==> config.mk <==
export PLATFORM = sky130hd
export DESIGN_NAME = mac_dot_flat
export DESIGN_NICKNAME = d
export VERILOG_FILES = /design/src/rtl/mac_dot_if.sv /design/src/rtl/mac_dot.sv /design/src/flat_wrapper.sv
export SDC_FILE = /design/constraint.sdc
export NUM_CORES = 1
export LEC_CHECK = 0
export CORE_MARGIN = 2
export CORE_UTILIZATION = 51
export DETAILED_ROUTE_END_ITERATION = 7
export DONT_BUFFER_PORTS = 1
export PLACE_DENSITY = 0.69
export REMOVE_ABC_BUFFERS = 1
export SLEW_MARGIN = 0
export SYNTH_ARGS = -nofsm -noshare
export SYNTH_HDL_FRONTEND = slang
export SYNTH_SLANG_ARGS = --single-unit
==> constraint.sdc <==
create_clock -name clk -period 4.4 [get_ports clk]
set_clock_uncertainty 0.15 [all_clocks]
set_input_delay 1.32 -clock clk [delete_from_list [all_inputs] [get_ports clk]]
set_output_delay 1.32 -clock clk [all_outputs]
set_load 0.05 [all_outputs]
==> src/rtl/mac_dot_if.sv <==
// mac_dot_if: operand-in / result-out bus of the mac_dot engine.
//
// Handshake rule, identical on both channels: a transfer happens on a rising
// clock edge where valid and ready are both high. The producer holds valid and
// its payload steady until that edge. Ready may depend combinationally on
// valid. It may fall in the same cycle that downstream backpressure appears.
//
// Signals
//   in_valid/in_ready/in_last/dataa/datab : operand channel (master -> engine)
//   out_valid/out_ready/result/out_count/out_ovf : result channel (engine -> master)
// Modports
//   master : operand source / result sink
//   slave  : the engine
interface mac_dot_if #(
  parameter int N       = 8,
  parameter int ACC_W   = 2*N+8,
  parameter int MAX_LEN = 256
);
  localparam int CNT_W = $clog2(MAX_LEN+1);

  logic             in_valid;
  logic             in_ready;
  logic             in_last;
  logic [N-1:0]     dataa;
  logic [N-1:0]     datab;
  logic             out_valid;
  logic             out_ready;
  logic [ACC_W-1:0] result;
  logic [CNT_W-1:0] out_count;
  logic             out_ovf;

  modport master (
    output in_valid, in_last, dataa, datab, out_ready,
    input  in_ready, out_valid, result, out_count, out_ovf
  );

  modport slave (
    input  in_valid, in_last, dataa, datab, out_ready,
    output in_ready, out_valid, result, out_count, out_ovf
  );
endinterface

==> src/rtl/mac_dot.sv <==
// mac_dot: pipelined signed multiply-accumulate that produces one dot product
// per framed vector of operand pairs.
//
// Pipeline: S1 registers operands + last, S2 registers the signed product,
// S3 accumulates and loads the output register on the last term. A vector ends
// on in_last or on its MAX_LEN-th term. The accumulator restarts from zero in
// the same cycle that a result loads, so vectors can follow with no gap.
//
// Ports
//   clk   : rising-edge clock
//   rst_n : asynchronous active-low reset
//   clear : synchronous flush of pipeline, accumulator and output register
//   bus   : mac_dot_if slave modport (operand and result channels)
module mac_dot #(
  parameter int N       = 8,
  parameter int ACC_W   = 2*N+8,
  parameter int MAX_LEN = 256,
  parameter int SAT     = 1
) (
  input  logic        clk,
  input  logic        rst_n,
  input  logic        clear,
  mac_dot_if.slave    bus
);
  localparam int CNT_W = $clog2(MAX_LEN+1);
  localparam int P_W   = 2*N;

  logic                    en;
  logic                    in_ready_w;
  logic                    accept;
  logic                    beat_last;
  logic signed [ACC_W:0]   sum;
  logic                    sum_ovf;
  logic [ACC_W-1:0]        sum_fix;

  logic [CNT_W-1:0]        in_cnt_q, in_cnt_d;
  logic                    s1_valid_q, s1_valid_d;
  logic                    s1_last_q, s1_last_d;
  logic signed [N-1:0]     s1_a_q, s1_a_d;
  logic signed [N-1:0]     s1_b_q, s1_b_d;
  logic                    s2_valid_q, s2_valid_d;
  logic                    s2_last_q, s2_last_d;
  logic signed [P_W-1:0]   s2_prod_q, s2_prod_d;
  logic [ACC_W-1:0]        acc_q, acc_d;
  logic [CNT_W-1:0]        term_q, term_d;
  logic                    sticky_q, sticky_d;
  logic                    out_valid_q, out_valid_d;
  logic [ACC_W-1:0]        result_q, result_d;
  logic [CNT_W-1:0]        out_count_q, out_count_d;
  logic                    out_ovf_q, out_ovf_d;

  always_comb begin
    en         = !out_valid_q || bus.out_ready;
    // rst_n is included so the engine never claims to accept during reset.
    in_ready_w = en && !clear && rst_n;
    accept     = bus.in_valid && in_ready_w;
    // The MAX_LEN-th term of a vector acts as an implicit last.
    beat_last  = bus.in_last || (in_cnt_q == CNT_W'(MAX_LEN-1));

    // Sum in ACC_W+1 bits; overflow when the top two bits disagree.
    sum     = $signed({acc_q[ACC_W-1], acc_q})
            + $signed({{(ACC_W+1-P_W){s2_prod_q[P_W-1]}}, s2_prod_q});
    sum_ovf = sum[ACC_W] ^ sum[ACC_W-1];
    if (sum_ovf && (SAT != 0))
      sum_fix = sum[ACC_W] ? {1'b1, {(ACC_W-1){1'b0}}} : {1'b0, {(ACC_W-1){1'b1}}};
    else
      sum_fix = sum[ACC_W-1:0];

    in_cnt_d    = in_cnt_q;
    s1_valid_d  = s1_valid_q;
    s1_last_d   = s1_last_q;
    s1_a_d      = s1_a_q;
    s1_b_d      = s1_b_q;
    s2_valid_d  = s2_valid_q;
    s2_last_d   = s2_last_q;
    s2_prod_d   = s2_prod_q;
    acc_d       = acc_q;
    term_d      = term_q;
    sticky_d    = sticky_q;
    // When en is low this reduces to a hold, since out_valid is high then.
    out_valid_d = out_valid_q && !bus.out_ready;
    result_d    = result_q;
    out_count_d = out_count_q;
    out_ovf_d   = out_ovf_q;

    if (accept)
      in_cnt_d = beat_last ? '0 : in_cnt_q + CNT_W'(1);

    if (en) begin
      s1_valid_d = accept;
      if (accept) begin
        s1_a_d    = $signed(bus.dataa);
        s1_b_d    = $signed(bus.datab);
        s1_last_d = beat_last;
      end
      s2_valid_d = s1_valid_q;
      s2_last_d  = s1_last_q;
      s2_prod_d  = P_W'(s1_a_q) * P_W'(s1_b_q);

      if (s2_valid_q) begin
        if (s2_last_q) begin
          result_d    = sum_fix;
          out_count_d = term_q + CNT_W'(1);
          out_ovf_d   = sticky_q | sum_ovf;
          out_valid_d = 1'b1;
          acc_d       = '0;
          term_d      = '0;
          sticky_d    = 1'b0;
        end else begin
          acc_d    = sum_fix;
          term_d   = term_q + CNT_W'(1);
          sticky_d = sticky_q | sum_ovf;
        end
      end
    end

    if (clear) begin
      in_cnt_d    = '0;
      s1_valid_d  = 1'b0;
      s2_valid_d  = 1'b0;
      acc_d       = '0;
      term_d      = '0;
      sticky_d    = 1'b0;
      out_valid_d = 1'b0;
      result_d    = '0;
      out_count_d = '0;
      out_ovf_d   = 1'b0;
    end
  end

  always_ff @(posedge clk or negedge rst_n) begin
    if (!rst_n) begin
      in_cnt_q    <= '0;
      s1_valid_q  <= 1'b0;
      s1_last_q   <= 1'b0;
      s1_a_q      <= '0;
      s1_b_q      <= '0;
      s2_valid_q  <= 1'b0;
      s2_last_q   <= 1'b0;
      s2_prod_q   <= '0;
      acc_q       <= '0;
      term_q      <= '0;
      sticky_q    <= 1'b0;
      out_valid_q <= 1'b0;
      result_q    <= '0;
      out_count_q <= '0;
      out_ovf_q   <= 1'b0;
    end else begin
      in_cnt_q    <= in_cnt_d;
      s1_valid_q  <= s1_valid_d;
      s1_last_q   <= s1_last_d;
      s1_a_q      <= s1_a_d;
      s1_b_q      <= s1_b_d;
      s2_valid_q  <= s2_valid_d;
      s2_last_q   <= s2_last_d;
      s2_prod_q   <= s2_prod_d;
      acc_q       <= acc_d;
      term_q      <= term_d;
      sticky_q    <= sticky_d;
      out_valid_q <= out_valid_d;
      result_q    <= result_d;
      out_count_q <= out_count_d;
      out_ovf_q   <= out_ovf_d;
    end
  end

  assign bus.in_ready  = in_ready_w;
  assign bus.out_valid = out_valid_q;
  assign bus.result    = result_q;
  assign bus.out_count = out_count_q;
  assign bus.out_ovf   = out_ovf_q;
endmodule

==> src/flat_wrapper.sv <==
// flat-port wrapper written by rule: the top's interface ports become plain ports
module mac_dot_flat 
#(
  parameter int N       = 8,
  parameter int ACC_W   = 2*N+8,
  parameter int MAX_LEN = 256,
  parameter int SAT     = 1
)
  (clk, rst_n, clear, bus_in_valid, bus_in_last, bus_dataa, bus_datab, bus_out_ready, bus_in_ready, bus_out_valid, bus_result, bus_out_count, bus_out_ovf);
  mac_dot_if #(.N(N), .ACC_W(ACC_W), .MAX_LEN(MAX_LEN)) bus_i ();
  input  logic clk;
  input  logic rst_n;
  input  logic clear;
  input wire logic [$bits(bus_i.in_valid)-1:0] bus_in_valid;
  input wire logic [$bits(bus_i.in_last)-1:0] bus_in_last;
  input wire logic [$bits(bus_i.dataa)-1:0] bus_dataa;
  input wire logic [$bits(bus_i.datab)-1:0] bus_datab;
  input wire logic [$bits(bus_i.out_ready)-1:0] bus_out_ready;
  output wire logic [$bits(bus_i.in_ready)-1:0] bus_in_ready;
  output wire logic [$bits(bus_i.out_valid)-1:0] bus_out_valid;
  output wire logic [$bits(bus_i.result)-1:0] bus_result;
  output wire logic [$bits(bus_i.out_count)-1:0] bus_out_count;
  output wire logic [$bits(bus_i.out_ovf)-1:0] bus_out_ovf;
  assign bus_i.in_valid = bus_in_valid;
  assign bus_i.in_last = bus_in_last;
  assign bus_i.dataa = bus_dataa;
  assign bus_i.datab = bus_datab;
  assign bus_i.out_ready = bus_out_ready;
  assign bus_in_ready = bus_i.in_ready;
  assign bus_out_valid = bus_i.out_valid;
  assign bus_result = bus_i.result;
  assign bus_out_count = bus_i.out_count;
  assign bus_out_ovf = bus_i.out_ovf;
  mac_dot #(.N(N), .ACC_W(ACC_W), .MAX_LEN(MAX_LEN), .SAT(SAT)) u_core (.clk(clk), .rst_n(rst_n), .clear(clear), .bus(bus_i));
endmodule
* After elaboration in Yosys (flattened, before gate mapping)
Cells that the tools add are included.
Storage, ports and cells: flip-flop bits (word level) 114
Operators by class: add/subtract/negate cells 3, multiply operators 1, equal/unequal tests 1, muxes and demuxes 37, bitwise operators 2, reductions and logical operators 16
Operators with widths (count):
- two-way mux 24 bit | 10
- two-way mux 9 bit | 11
- adder 24 x 16 -> 25 bit | 1
- adder 9 x 1 -> 9 bit (second input constant) | 2
- multiplier 8 x 8 -> 16 bit | 1
- two-way mux 1 bit | 16
- equality test 9 x 8 -> 1 bit (second input constant) | 1
- nonzero test 2 bit | 4
- logical AND 1 bit | 4
- AND reduction 2 bit | 2
- logical NOT 1 bit | 3
- AND reduction 3 bit | 1
- logical OR 1 bit | 2
- OR 1 bit | 1
- XOR 1 bit | 1

* Logic depth before layout (Yosys ltp)
word-level depth 7, depth in mapped cells 18

* Least setup slack after synthesis
OpenSTA, ideal clock, no wires.
path kind reg2reg, from register u_core.s1_b_q[4], to register u_core.s2_prod_q[14], arrival 4.190 ns, slack -0.009 ns, cell stages (with the launch flop) 18, path buffers 0, period minus slack after synthesis 4.409 ns, cells stage by stage dfrtp_1 > and2_1 > fa_1 > inv_1 > fa_1 > inv_1 > fa_1 > inv_1 > fa_1 > inv_1 > ha_1 > o21ai_0 > a21oi_1 > o21ai_0 > a21oi_1 > o211ai_1 > a2111o_1 > nand3_1
Between the ends: word-level cells in the longest chain between the ends 1
Ends and longest elaborated chain:
- from (decl) | RTL line mac_dot.sv:40 | logic signed [N-1:0] s1_b_q, s1_b_d;
- from (signal assigned) | RTL line mac_dot.sv:137 | s1_b_q <= '0;
- from (signal assigned) | RTL line mac_dot.sv:153 | s1_b_q <= s1_b_d;
- multiplier 8 x 8 -> 16 bit | RTL line mac_dot.sv:98 | s2_prod_d = P_W'(s1_a_q) * P_W'(s1_b_q);
- to (signal assigned) | RTL line mac_dot.sv:156 | s2_prod_q <= s2_prod_d;
- to (decl) | RTL line mac_dot.sv:43 | logic signed [P_W-1:0] s2_prod_q, s2_prod_d;
No other way between the ends. A chain may end at the register's enable or synchronous reset.

* Worst setup path in the final report
from register u_core.s1_b_q[1], to register u_core.s2_prod_q[12]
Same word-level chain as after synthesis.

==> flow_summary.yaml <==
setup_path:
  startpoint_type: "register"
  end_kind: "register"
  cp-startpoint: "u_core.s1_b_q[1]"
  crit_fanout: 5
  crit_type: "register to register"
  crit_required_ns: 4.57
  r2r_end: "u_core.s2_prod_q[12]"
  crit_arrival_ns: 4.64
  timing.rr.start: "u_core.s1_b_q[1]"
  r2r_cells: 19
  r2r_setup_slack_ns: -0.06
  endpoint: "u_core.s2_prod_q[12]"
yosys:
  synth_area_leader_cell: "dfrtp_1"
  synth_area_um2: 8560
  avgSynthCellArea_um2: 9.29
  synth.distinct_cells: 65
  ys_seq_area_share_pct: 33.3
  synth_seq_cells: 114
  synth_top_area_share_pct: 33.3
  synth.area.top_cells: "dfrtp_1, fa_1, ha_1"
  synthFlopType: "dfrtp_1"
  synth_edf_count: 0
  syn_inst: 922
  synth_common_cells: "nand2_1, dfrtp_1, inv_1"
  async_flop_share_pct: 100
  synth_warnings: 0
  yosysMostFrequentCell: "nand2_1"
floorplanning:
  die_w_um: 134
  core_um2: 16500
  dieHeight_um: 134
  start_util_pct: 51.8
  rows: 47
  die-area_um2: 17800
  io_pins: 58
global_routing:
  grt_pass1_vias: 6566
  grt_use_total_pct: 21.4
  overflow: 0
  grt_pass1_wl_um: 30900
  grt_start_max_net_pins: 116
  antenna_found_initial: 0
clocking:
  clk_pin_slew_ns: 0.05
  cts-buffers-inserted: 17
  htreeDepth: 4
  cts_root_buffer: "clkbuf_16"
  cts_tree: "yes"
  clock-sinks: 114
  clock_latency_ns: 0.42
  clk_path_buf_depth: 2
placement:
  dp_slack_ns: -0.140
  io_buffers: 0
  dp_hpwl_um: 13100
  gp_congestion: 0.872
outcome:
  violations: "negative setup slack"
  status: "complete, but fails checks"
timing:
  drv_slew: 0
  hold_slack_ns: 0.330
  period_needed_ns: 4.46
  setup_viol: 2
  timing.fmax_mhz: 224
  rsz0062_at_grt: "true"
  setup_slack_ns: -0.0640
  finalHoldViolations: 0
  tightest_slew_ns: 1.05
  relSlewSlack_pct: 30.2
  period_share_pct: 101
min_path:
  hold_class: "register to register"
layout:
  fillers: 1385
  fin_util_pct: 60.6
  drive_gt1_share_pct: 18.7
  fin_nets: 1101
  antenna_cells: 0
  area_delta_synth_final_pct: 17.0
  seq_area_um2: 2860
  multi_input_area_um2: 5480
power:
  ir_drop_mv: 0.739
  p_leak_nw: 4.67
  p_per_area_nw_per_um2: 951
route:
  antenna_left: 0
  drcViolationCount: 0
  wl_um: 18400
  via_per_inst: 5.39
  vias: 6463
  drt_first_pass_iters: 5
  initialDrtViolationCount: 321
  wl_per_cell_um: 15.3
job:
  drv_cap: 0
cells in the final DEF (no fill, tap or decap), types with 17 or more instances in the layout:
master,synthesis,routed
fa_1,56,53
o21ai_1,35,35
nor2_1,39,39
dfrtp_1,114,109
o21ai_0,57,53
buf_4,3,48
and2_1,50,39
ha_1,56,44
xnor2_1,21,21
nand2_1,121,119
inv_1,95,81
clkbuf_16,0,17
a21oi_1,51,45
mux2_2,17,17
worst max-delay path, stage by stage, from the launching register on:
cell     delay [ns]
dfrtp_2        0.43
buf_6          0.13
and2_4         0.13
fa_1           0.48
inv_1          0.06
fa_1           0.48
inv_1          0.05
fa_1           0.49
inv_2          0.04
fa_1           0.50
inv_2          0.05
ha_4           0.22
o21ai_4        0.07
a21oi_4        0.09
o21ai_2        0.16
a21oi_2        0.09
buf_4          0.13
o21a_1         0.20
o21a_1         0.19
o31ai_1        0.22
where the power goes:
part	total, W	internal (W)	switching (W)
clock network	0.00135	0.000846	0.000505
registers	0.00143	0.00125	0.000171
logic	0.00675	0.00337	0.00338
total	0.00953	0.00547	0.00406
routing by layer:
metal	vias up	share of wire, %	track usage [%]
li1	3217	-	-
met2	122	49	35.9
met3	21	4.0	4.41
met1	3103	46	28.1
met4	0	1.2	6.50
met5	-	0	0
area by class of cell:
type | instances | area share, %
multi-input cells | 681 | 54.7
clock buffers | 20 | 4.46
well taps | 220 | 2.75
flip-flops and latches | 114 | 28.5
repair buffers | 57 | 4.61
inverters | 96 | 3.60
clock inverters | 12 | 1.32
worst min-delay path by stage:
stage / from / to / slack (ns) / depth (start not counted)
global route: u_core.s2_prod_q[2] / u_core.s2_prod_q[2] / 0.35 / 2
CTS: u_core.s2_prod_q[3] / u_core.s2_prod_q[3] / 0.34 / 2
floorplan: u_core.s2_prod_q[0] / u_core.s2_prod_q[0] / 0.29 / 2
global placement: u_core.s2_prod_q[3] / u_core.s2_prod_q[3] / 0.31 / 2
finish: u_core.s2_prod_q[3] / u_core.s2_prod_q[3] / 0.33 / 2
detailed placement: u_core.s2_prod_q[3] / u_core.s2_prod_q[3] / 0.32 / 2
sequential cells by signal, summed over array words and instances, names as in the netlist:
signal / flops
u_core.acc_q: 24
u_core.bus.out_count: 9
u_core.bus.out_ovf: 1
u_core.bus.out_valid: 1
u_core.bus.result: 24
u_core.in_cnt_q: 9
u_core.s1_a_q: 8
u_core.s1_b_q: 8
u_core.s1_last_q: 1
u_core.s1_valid_q: 1
u_core.s2_last_q: 1
u_core.s2_prod_q: 16
u_core.s2_valid_q: 1
u_core.sticky_q: 1
u_core.term_q: 9
kinds of logic after synthesis:
logic type,count (synthesis),synth area share [%]
adders and majority gates,112,21.3
buffers and inverters,127,5.95
DFF,114,33.3
muxes,19,2.47
and+or+nand+nor,292,16.8
AOI/OAI and AO/OA,224,16.7
xor gates and xnor gates,34,3.48
metrics by stage:
step / cells / cell area (um^2) / setup TNS, ns / total power (W)
floorplan: 891 / 8410 / -1.58 / 0.00549
global placement: 1158 / 9070 / -0.167 / 0.00675
detailed placement: 1158 / 9070 / -0.407 / 0.00691
CTS: 1195 / 9780 / -0.0122 / 0.00870
global route: 1200 / 10000 / -0.471 / 0.0105
finish: 1200 / 10000 / -0.0997 / 0.00953
what timing repair did:
action | 4_1_cts | 5_1_grt
setup buffers | 5 | 5
resized for setup | 26 | 52
hold buffers | 0 | 0
endpoints found under the setup margin | 4 | 6
pin swaps | 15 | 42
Note: power is estimated with default switching activity, not from simulation.
